## src/rtl/bound_flasher_pkg.sv

```systemverilog
// -----------------------------------------------------------------------------
// bound_flasher_pkg
// Shared types and helpers for the bound-flasher controller.
//   bf_state_t : 3-bit state encoding, also driven out on state_o
//   BF_MAX_LED : widest lamp bar the thermometer helper can decode
//   therm()    : level -> thermometer code (bit i set when i < lvl)
// -----------------------------------------------------------------------------
package bound_flasher_pkg;

    typedef enum logic [2:0] {
        IDLE    = 3'd0,
        UP_TOP  = 3'd1,
        DN_LOW  = 3'd2,
        UP_MID  = 3'd3,
        DN_ZERO = 3'd4,
        UP_LOW  = 3'd5,
        DN_END  = 3'd6
    } bf_state_t;

    localparam int unsigned BF_MAX_LED = 32'd256;

    // Thermometer decode; callers truncate to their own lamp count.
    function automatic logic [BF_MAX_LED-1:0] therm(input logic [31:0] lvl);
        logic [BF_MAX_LED-1:0] t;
        t = {BF_MAX_LED{1'b0}};
        for (int unsigned i = 0; i < BF_MAX_LED; i++) begin
            t[i[7:0]] = (i < lvl);
        end
        return t;
    endfunction

endpackage

```

## src/rtl/bf_next_state_logic.sv

```systemverilog
// -----------------------------------------------------------------------------
// bf_next_state_logic
// Purely combinational step logic of the bound flasher.
//   state, lvl   : current registered state and lamp level
//   tick         : step strobe (already qualified by any pause)
//   req_eff      : pending flick request or a flick edge this cycle
//   nxt_state    : state to load on the next clock
//   nxt_lvl      : level to load on the next clock (saturated to 0..N_LED)
//   consume_req  : clear the sticky flick request on this clock
//   done         : the current step returns the block to IDLE
// -----------------------------------------------------------------------------
module bf_next_state_logic
    import bound_flasher_pkg::*;
#(
    parameter  int N_LED = 16,
    parameter  int B_LOW = 5,
    parameter  int B_MID = 10,
    localparam int LW    = $clog2(N_LED + 1)
) (
    input  bf_state_t       state,
    input  logic [LW-1:0]   lvl,
    input  logic            tick,
    input  logic            req_eff,
    output bf_state_t       nxt_state,
    output logic [LW-1:0]   nxt_lvl,
    output logic            consume_req,
    output logic            done
);

    localparam logic [LW-1:0] ZERO_L = {LW{1'b0}};
    localparam logic [LW-1:0] ONE_L  = {{(LW-1){1'b0}}, 1'b1};
    localparam logic [LW-1:0] TOP_L  = LW'(N_LED);
    localparam logic [LW-1:0] LOW_L  = LW'(B_LOW);
    localparam logic [LW-1:0] MID_L  = LW'(B_MID);

    logic [LW-1:0] inc_s;
    logic [LW-1:0] dec_s;

    // Saturating one-step neighbours of the current level.
    always_comb begin
        inc_s = lvl;
        dec_s = lvl;
        if (lvl >= TOP_L) begin
            inc_s = TOP_L;
        end else begin
            inc_s = lvl + ONE_L;
        end
        if (lvl == ZERO_L) begin
            dec_s = ZERO_L;
        end else begin
            dec_s = lvl - ONE_L;
        end
    end

    // State walk; every decision is taken against the level being entered.
    always_comb begin
        nxt_state   = state;
        nxt_lvl     = lvl;
        consume_req = 1'b0;
        done        = 1'b0;
        case (state)
            IDLE: begin
                nxt_lvl = ZERO_L;
                if (tick && req_eff) begin
                    nxt_state   = UP_TOP;
                    nxt_lvl     = ONE_L;
                    consume_req = 1'b1;
                end else begin
                    nxt_state = IDLE;
                end
            end
            UP_TOP: begin
                if (tick) begin
                    nxt_lvl = inc_s;
                    if (inc_s == TOP_L) begin
                        nxt_state = DN_LOW;
                    end else begin
                        nxt_state = UP_TOP;
                    end
                end else begin
                    nxt_lvl = lvl;
                end
            end
            DN_LOW: begin
                if (tick) begin
                    nxt_lvl = dec_s;
                    if (dec_s == LOW_L) begin
                        if (req_eff) begin
                            nxt_state   = UP_TOP;
                            consume_req = 1'b1;
                        end else begin
                            nxt_state = UP_MID;
                        end
                    end else begin
                        nxt_state = DN_LOW;
                    end
                end else begin
                    nxt_lvl = lvl;
                end
            end
            UP_MID: begin
                if (tick) begin
                    nxt_lvl = inc_s;
                    if (inc_s == MID_L) begin
                        nxt_state = DN_ZERO;
                    end else begin
                        nxt_state = UP_MID;
                    end
                end else begin
                    nxt_lvl = lvl;
                end
            end
            DN_ZERO: begin
                if (tick) begin
                    nxt_lvl = dec_s;
                    if (((dec_s == LOW_L) || (dec_s == ZERO_L)) && req_eff) begin
                        nxt_state   = UP_MID;
                        consume_req = 1'b1;
                    end else if (dec_s == ZERO_L) begin
                        // A request can't survive into the final low bounce.
                        nxt_state   = UP_LOW;
                        consume_req = 1'b1;
                    end else begin
                        nxt_state = DN_ZERO;
                    end
                end else begin
                    nxt_lvl = lvl;
                end
            end
            UP_LOW: begin
                if (tick) begin
                    nxt_lvl = inc_s;
                    if (inc_s == LOW_L) begin
                        nxt_state = DN_END;
                    end else begin
                        nxt_state = UP_LOW;
                    end
                end else begin
                    nxt_lvl = lvl;
                end
            end
            DN_END: begin
                if (tick) begin
                    nxt_lvl = dec_s;
                    if (dec_s == ZERO_L) begin
                        nxt_state = IDLE;
                        done      = 1'b1;
                    end else begin
                        nxt_state = DN_END;
                    end
                end else begin
                    nxt_lvl = lvl;
                end
            end
            default: begin
                // Corrupted encoding: recover immediately, tick or not.
                nxt_state = IDLE;
                nxt_lvl   = ZERO_L;
            end
        endcase
    end

endmodule

```

## src/rtl/bound_flasher_ctrl.sv

```systemverilog
// -----------------------------------------------------------------------------
// bound_flasher_ctrl
// Bound-flasher controller: state register, lamp level, flick edge capture and
// thermometer LED decode in one clocked block. Sits between the flick
// debouncer and the LED pads.
//   clk      : clock, rising edge
//   rst_n    : asynchronous active-low reset
//   tick_i   : step strobe; state and level only move on tick cycles
//   flk_i    : flick level, already synchronised to clk
//   pause_i  : (BOUND_FLASHER_PAUSE_EN only) freezes stepping, flicks still latch
//   leds_o   : thermometer lamp bar, bit i lit when i < level
//   lvl_o    : current lamp level, 0..N_LED
//   state_o  : current state (bf_state_t encoding)
//   busy_o   : high whenever the block is not IDLE
//   done_o   : one-cycle pulse after the step that returns to IDLE
// Optional feature macro: BOUND_FLASHER_PAUSE_EN (adds pause_i).
// -----------------------------------------------------------------------------
module bound_flasher_ctrl
    import bound_flasher_pkg::*;
#(
    parameter  int N_LED = 16,
    parameter  int B_LOW = 5,
    parameter  int B_MID = 10,
    localparam int LW    = $clog2(N_LED + 1)
) (
    input  logic             clk,
    input  logic             rst_n,
    input  logic             tick_i,
    input  logic             flk_i,
`ifdef BOUND_FLASHER_PAUSE_EN
    input  logic             pause_i,
`endif
    output logic [N_LED-1:0] leds_o,
    output logic [LW-1:0]    lvl_o,
    output logic [2:0]       state_o,
    output logic             busy_o,
    output logic             done_o
);

    if (!((B_LOW > 0) && (B_LOW < B_MID) && (B_MID < N_LED) && (N_LED <= BF_MAX_LED)))
    begin : g_bound_order_err
        $error("bound_flasher_ctrl: need 0 < B_LOW < B_MID < N_LED <= 256");
    end

    bf_state_t         state_r;
    bf_state_t         nxt_state_s;
    logic [LW-1:0]     lvl_r;
    logic [LW-1:0]     nxt_lvl_s;
    logic              flk_q_r;
    logic              flk_req_r;
    logic              edge_s;
    logic              req_eff_s;
    logic              capture_s;
    logic              consume_s;
    logic              done_s;
    logic              tick_eff_s;
    logic [N_LED-1:0]  leds_r;
    logic              done_r;
    logic              busy_r;

`ifdef BOUND_FLASHER_PAUSE_EN
    assign tick_eff_s = tick_i & ~pause_i;
`else
    assign tick_eff_s = tick_i;
`endif

    assign edge_s    = flk_i & ~flk_q_r;
    // An edge arriving on the deciding tick counts as a request.
    assign req_eff_s = flk_req_r | edge_s;

    // Flick edges only latch in the states that can act on them later.
    always_comb begin
        capture_s = 1'b0;
        case (state_r)
            IDLE, DN_LOW, DN_ZERO: capture_s = edge_s;
            default:               capture_s = 1'b0;
        endcase
    end

    bf_next_state_logic #(
        .N_LED (N_LED),
        .B_LOW (B_LOW),
        .B_MID (B_MID)
    ) u_nsl (
        .state       (state_r),
        .lvl         (lvl_r),
        .tick        (tick_eff_s),
        .req_eff     (req_eff_s),
        .nxt_state   (nxt_state_s),
        .nxt_lvl     (nxt_lvl_s),
        .consume_req (consume_s),
        .done        (done_s)
    );

    // State, level, flick tracking and registered output images.
    always_ff @(posedge clk or negedge rst_n) begin
        if (!rst_n) begin
            state_r   <= IDLE;
            lvl_r     <= {LW{1'b0}};
            flk_q_r   <= 1'b0;
            flk_req_r <= 1'b0;
            leds_r    <= {N_LED{1'b0}};
            done_r    <= 1'b0;
            busy_r    <= 1'b0;
        end else begin
            state_r <= nxt_state_s;
            lvl_r   <= nxt_lvl_s;
            flk_q_r <= flk_i;
            // Consumption wins over a same-cycle capture.
            if (consume_s) begin
                flk_req_r <= 1'b0;
            end else if (capture_s) begin
                flk_req_r <= 1'b1;
            end else begin
                flk_req_r <= flk_req_r;
            end
            // Decoded from the level being loaded so leds_o always matches lvl_o.
            leds_r <= N_LED'(therm(32'(nxt_lvl_s)));
            done_r <= done_s;
            busy_r <= (nxt_state_s != IDLE);
        end
    end

    assign leds_o  = leds_r;
    assign lvl_o   = lvl_r;
    assign state_o = state_r;
    assign busy_o  = busy_r;
    assign done_o  = done_r;

endmodule

```

## config.mk

```make
export PLATFORM = sky130hd
export DESIGN_NAME = bound_flasher_ctrl
export DESIGN_NICKNAME = d
export VERILOG_FILES = /design/src/rtl/bound_flasher_pkg.sv /design/src/rtl/bf_next_state_logic.sv /design/src/rtl/bound_flasher_ctrl.sv
export SDC_FILE = /design/constraint.sdc
export NUM_CORES = 1
export LEC_CHECK = 0
export ABC_AREA = 1
export CAP_MARGIN = 20
export CORE_ASPECT_RATIO = 1.25
export CORE_MARGIN = 4
export CORE_UTILIZATION = 30
export CTS_BUF_LIST = sky130_fd_sc_hd__clkbuf_16
export DETAILED_ROUTE_END_ITERATION = 10
export GPL_ROUTABILITY_DRIVEN = 0
export GPL_TIMING_DRIVEN = 0
export SLEW_MARGIN = 20
export SYNTH_ARGS = -nofsm -noshare
export SYNTH_HDL_FRONTEND = slang
export SYNTH_SLANG_ARGS = --single-unit
```

## constraint.sdc

```tcl
create_clock -name clk -period 2.65 [get_ports clk]
set_input_delay 0.6625 -clock clk [delete_from_list [all_inputs] [get_ports clk]]
set_output_delay 0.6625 -clock clk [all_outputs]
set_load 0.01 [all_outputs]
```

==> results.md <==
Critical path:
- The required time at the worst-slack endpoint is around 2800 ps.
- The critical path class is register to register.
- The worst setup path is captured at a register.
- The setup check on the worst reg-to-reg path leaves a slack of 420 ps.
- The category of the worst setup path launch point is a register.
- For the worst setup path, the data arrival time is ~2400 ps.
- The maximum fanout along the worst path is 7.

Synth:
- The mapped netlist covers 1620 um^2.
- The number of enable-type register cells in the synthesized netlist is 0.
- The average instance area after synthesis is around 7.5 um^2.
- The post-synthesis async set-or-reset flop share is 100%.
- The number of flip-flops and latches in the synthesized netlist is 27.
- The number of nets handed over by synthesis was approximately 220.
- The synthesized design spends more area on one cell type than any other, namely sky130_fd_sc_hd__dfrtp_1.
- The commonest register cell after synthesis is sky130_fd_sc_hd__dfrtp_1.
- The most common cell in the synthesized netlist is sky130_fd_sc_hd__nand2_1.
- Of the post-synthesis cell area, the dominant cell type holds between 40% and 50%.
- The distinct cell type count of the synthesized netlist is 32.
- The synthesis warning total is 0.
- Counting every instance in the synthesized netlist gives 216.
- The sequential-to-total area share from yosys stat is 41.8%.
- Ranked by total cell area, the synthesized netlist is headed by sky130_fd_sc_hd__dfrtp_1 42%, sky130_fd_sc_hd__nand2_1 13%, sky130_fd_sc_hd__nor2_1 6.0%, sky130_fd_sc_hd__inv_1 5.1%, sky130_fd_sc_hd__nand3_1 4.6%.
- The commonest cells after synthesis are 58 x sky130_fd_sc_hd__nand2_1, 27 x sky130_fd_sc_hd__dfrtp_1, 26 x sky130_fd_sc_hd__nor2_1.

Layout:
- The multi-input combinational cell area is around 780 um^2.
- The sequential cells in the finished layout cover a total of 676 um^2.
- Fill cells in the final layout number 545.
- The final design area excluding fillers is between 2000 and 2500 um^2.
- Leaving out filler cells and counting taps, the final layout contains between 300 and 400.
- Compared with the post-synthesis result, the final layout area differs by 26.7%.
- The ratio of cells with drive above 1 in the final layout is between 10 and 15%.
- The final net count is approximately 260.
- At the end of the flow the core is filled with cells to between 30% and 40%.
- The number of antenna repair diodes is 0.

Clocking:
- The number of buffers added by the clock tree synthesis step is 3.
- Clock-pin slew was measured on the worst setup and hold paths at ~60 ps.
- Clock tree synthesis selected as its root buffer the cell sky130_fd_sc_hd__clkbuf_16.
- In this run the number of H-tree levels came out at 1.
- For the worst-skew pair, the clock arrives at the later sink with an insertion delay of ~260 ps.
- TritonCTS built the clock tree.
- The post-CTS repair timing setup buffer count is 0.
- The count of hold buffers inserted by post-cts repair is 0.
- In this run the deepest clock path goes through 2 buffers.
- The tree built by TritonCTS fans out to 27 sinks.
- The post-cts repair resize count is 0.

Die:
- In this run the count of I/O pins placed on the die edge is 30.
- The number of placement rows is 29.
- Measured along the x axis, the die boundary spans roughly 74 um.
- The core region area is 5150 um^2.
- The initial utilization of the core area, before any placement, comes to a little under a third.
- The chip height is 90.1 um.
- The die area is between 6000 and 7000 um^2.

STA:
- After layout, the worst path uses 84.1% of the clock period.
- The number of slew-limit violations in the final report is 0.
- The worst pin sits at a relative slew slack of 62.0%.
- The highest achievable clock rate is between 400 and 500 MHz.
- Across all hold checks on the routed design, the worst slack comes to 394 ps.
- The worst-margin pin slew is 570 ps.
- The smallest clock period supported by the final layout is computed as ~2200 ps.
- The clock arrives with approximately 6.5 ps of skew.
- The number of hold violations in the final report is 0.
- Setup violations remaining at the end of the flow were counted as 0.
- The setup TNS is 0 ps.
- Setup repair after global routing left no endpoint under its margin.

Global route:
- The number of global-route vias before repair is 1,516.
- The initial antenna violation count is 0.
- Global routing used between 10% and 20% of the available tracks.
- For this run the aggregate overflow at the end of global routing stands at 0.
- The first global-routing pass estimated about 6.8 mm of wire.
- Entering global routing, the biggest net connects 28 pins.

Run status:
- The flow ran to the end, and the final reports show no timing, DRC or antenna violations.

Pwr:
- IR analysis of the VDD net gives a maximum drop of about 0.00043 V.
- The power density over cell area is ~1100 nW/um^2.
- The leakage component of the power is 1.05 nW.

Placed design:
- Summed over all nets, the half-perimeter wirelength after detailed placement is 2.90 mm.
- After detailed placement, the design holds a cell count of between 300 and 400.
- Once placement finished, the instance area stood at slightly below 2000 um^2.
- The quantity of I/O buffers inserted on ports is 28.

Route:
- Summed over all layers, the routed wires come to ~3.7 mm.
- The routed design uses 127 um of met3 wire.
- For this block, the initial DRC count from the detailed router was 55.
- The vias after detailed routing is between 1,000 and 1,500.
- The detailed-route vias per instance is 4.69.
- For this run, design rule violations remaining after detail routing come to 0.
- The first detailed-routing pass took 4 iterations.
- The number of nets with antenna violations after routing is 0.
- The detailed router put a total of between 1.5 and 2 mm of wire on met1.
- The uppermost signal routing layer after detailed routing is met4.
- In the detailed route, the total length drawn on met2 is 1.88 mm.
- The average wire per cell in the routed design is between 10 and 15 um.

Min path:
- The path category of the worst min-delay check is primary input to asynchronous set/reset pin.

Job:
- The tool flagged a number of max-cap violations equal to 0.
## path summary, 6_finish.rpt
check | startpoint | end | cells after the start
worst max-delay path | lvl_o[0] | busy_o | 15
worst min-delay path | rst_n | state_o[2] | 1
worst max register to register | lvl_o[0] | busy_o | 15
worst min register to register | flk_req_r | flk_req_r | 2
max in group asynchronous | rst_n | lvl_o[2] | 1
min in group clk | flk_req_r | flk_req_r | 2
## critical path, stage by stage (launching register included)
cell                      delay, ps
sky130_fd_sc_hd__dfrtp_1        470
sky130_fd_sc_hd__inv_1          170
sky130_fd_sc_hd__ha_1           210
sky130_fd_sc_hd__inv_1           60
sky130_fd_sc_hd__nor2_1          90
sky130_fd_sc_hd__nand2_1        110
sky130_fd_sc_hd__nand2_1        150
sky130_fd_sc_hd__nand2_1         80
sky130_fd_sc_hd__nor2_2         140
sky130_fd_sc_hd__nand3_2        120
sky130_fd_sc_hd__nand2_1        100
sky130_fd_sc_hd__nand2_1         50
sky130_fd_sc_hd__inv_1           40
sky130_fd_sc_hd__nand3_1         80
sky130_fd_sc_hd__nor2_1         140
sky130_fd_sc_hd__nand3_1         90
## cell families (layout without fill, tap and decap cells)
family	after synthesis	count (layout)	share of synthesized area [%]
AOI/OAI and AO/OA	23	23	10.7
adders and majority gates	3	3	2.32
buffers and inverters	37	69	10.1
DFF	27	27	41.8
and+or+nand+nor	126	126	35.1
## layer usage
metal  global-route usage (%)  vias to the layer above
met2                     20.9                       31
met3                     1.45                        6
met4                     4.98                        0
met5                        0                        -
met1                     16.2                      666
li1                         -                      751
## state kept, by name (all words and copies together), names as in the netlist
name       cells
flk_q_r        1
leds_o        16
done_o         1
flk_req_r      1
busy_o         1
state_o        3
lvl_o          4
## final cells by class
| type | count | area share, % |
|---|---|---|
| Tap cell | 62 | 3.79 |
| Clock inverter | 1 | 0.183 |
| Inverter | 32 | 5.99 |
| Multi-Input combinational cell | 152 | 38.0 |
| Sequential cell | 27 | 33.0 |
| Clock buffer | 3 | 3.67 |
| Timing Repair Buffer | 28 | 13.4 |
| Buffer | 5 | 1.95 |
## cells in the final DEF (no fill, tap or decap), types with 2 or more instances in the layout
master	instances
sky130_fd_sc_hd__ha_1	3
sky130_fd_sc_hd__nand2_1	58
sky130_fd_sc_hd__o22ai_1	2
sky130_fd_sc_hd__nor3_1	8
sky130_fd_sc_hd__nor2_1	26
sky130_fd_sc_hd__buf_6	2
sky130_fd_sc_hd__a21oi_2	3
sky130_fd_sc_hd__buf_2	3
sky130_fd_sc_hd__clkbuf_16	3
sky130_fd_sc_hd__nand4_1	6
sky130_fd_sc_hd__o21ai_1	2
sky130_fd_sc_hd__clkdlybuf4s50_1	27
sky130_fd_sc_hd__inv_1	23
sky130_fd_sc_hd__o21ai_0	5
sky130_fd_sc_hd__o21ai_2	2
sky130_fd_sc_hd__dfrtp_1	27
sky130_fd_sc_hd__nand2_2	4
sky130_fd_sc_hd__nand3_1	15
sky130_fd_sc_hd__nor2_2	3
sky130_fd_sc_hd__inv_2	8
sky130_fd_sc_hd__a21oi_1	5
## where the power goes
| group | leakage (nW) | switching, mW | internal [mW] |
|---|---|---|---|
| clock network | 0.0423 | 0.123 | 0.201 |
| registers | 0.352 | 0.116 | 0.537 |
| logic | 0.654 | 0.743 | 0.486 |
| total | 1.05 | 0.982 | 1.22 |
## through the flow
step                setup slack (ps)  total power [mW]
finish                           421              2.21
global route                     177              2.43
CTS                              405              2.23
detailed placement               428              1.89
global placement                 408              1.89
floorplan                        760              1.46
No activity file was read; power rests on OpenSTA's default activity.
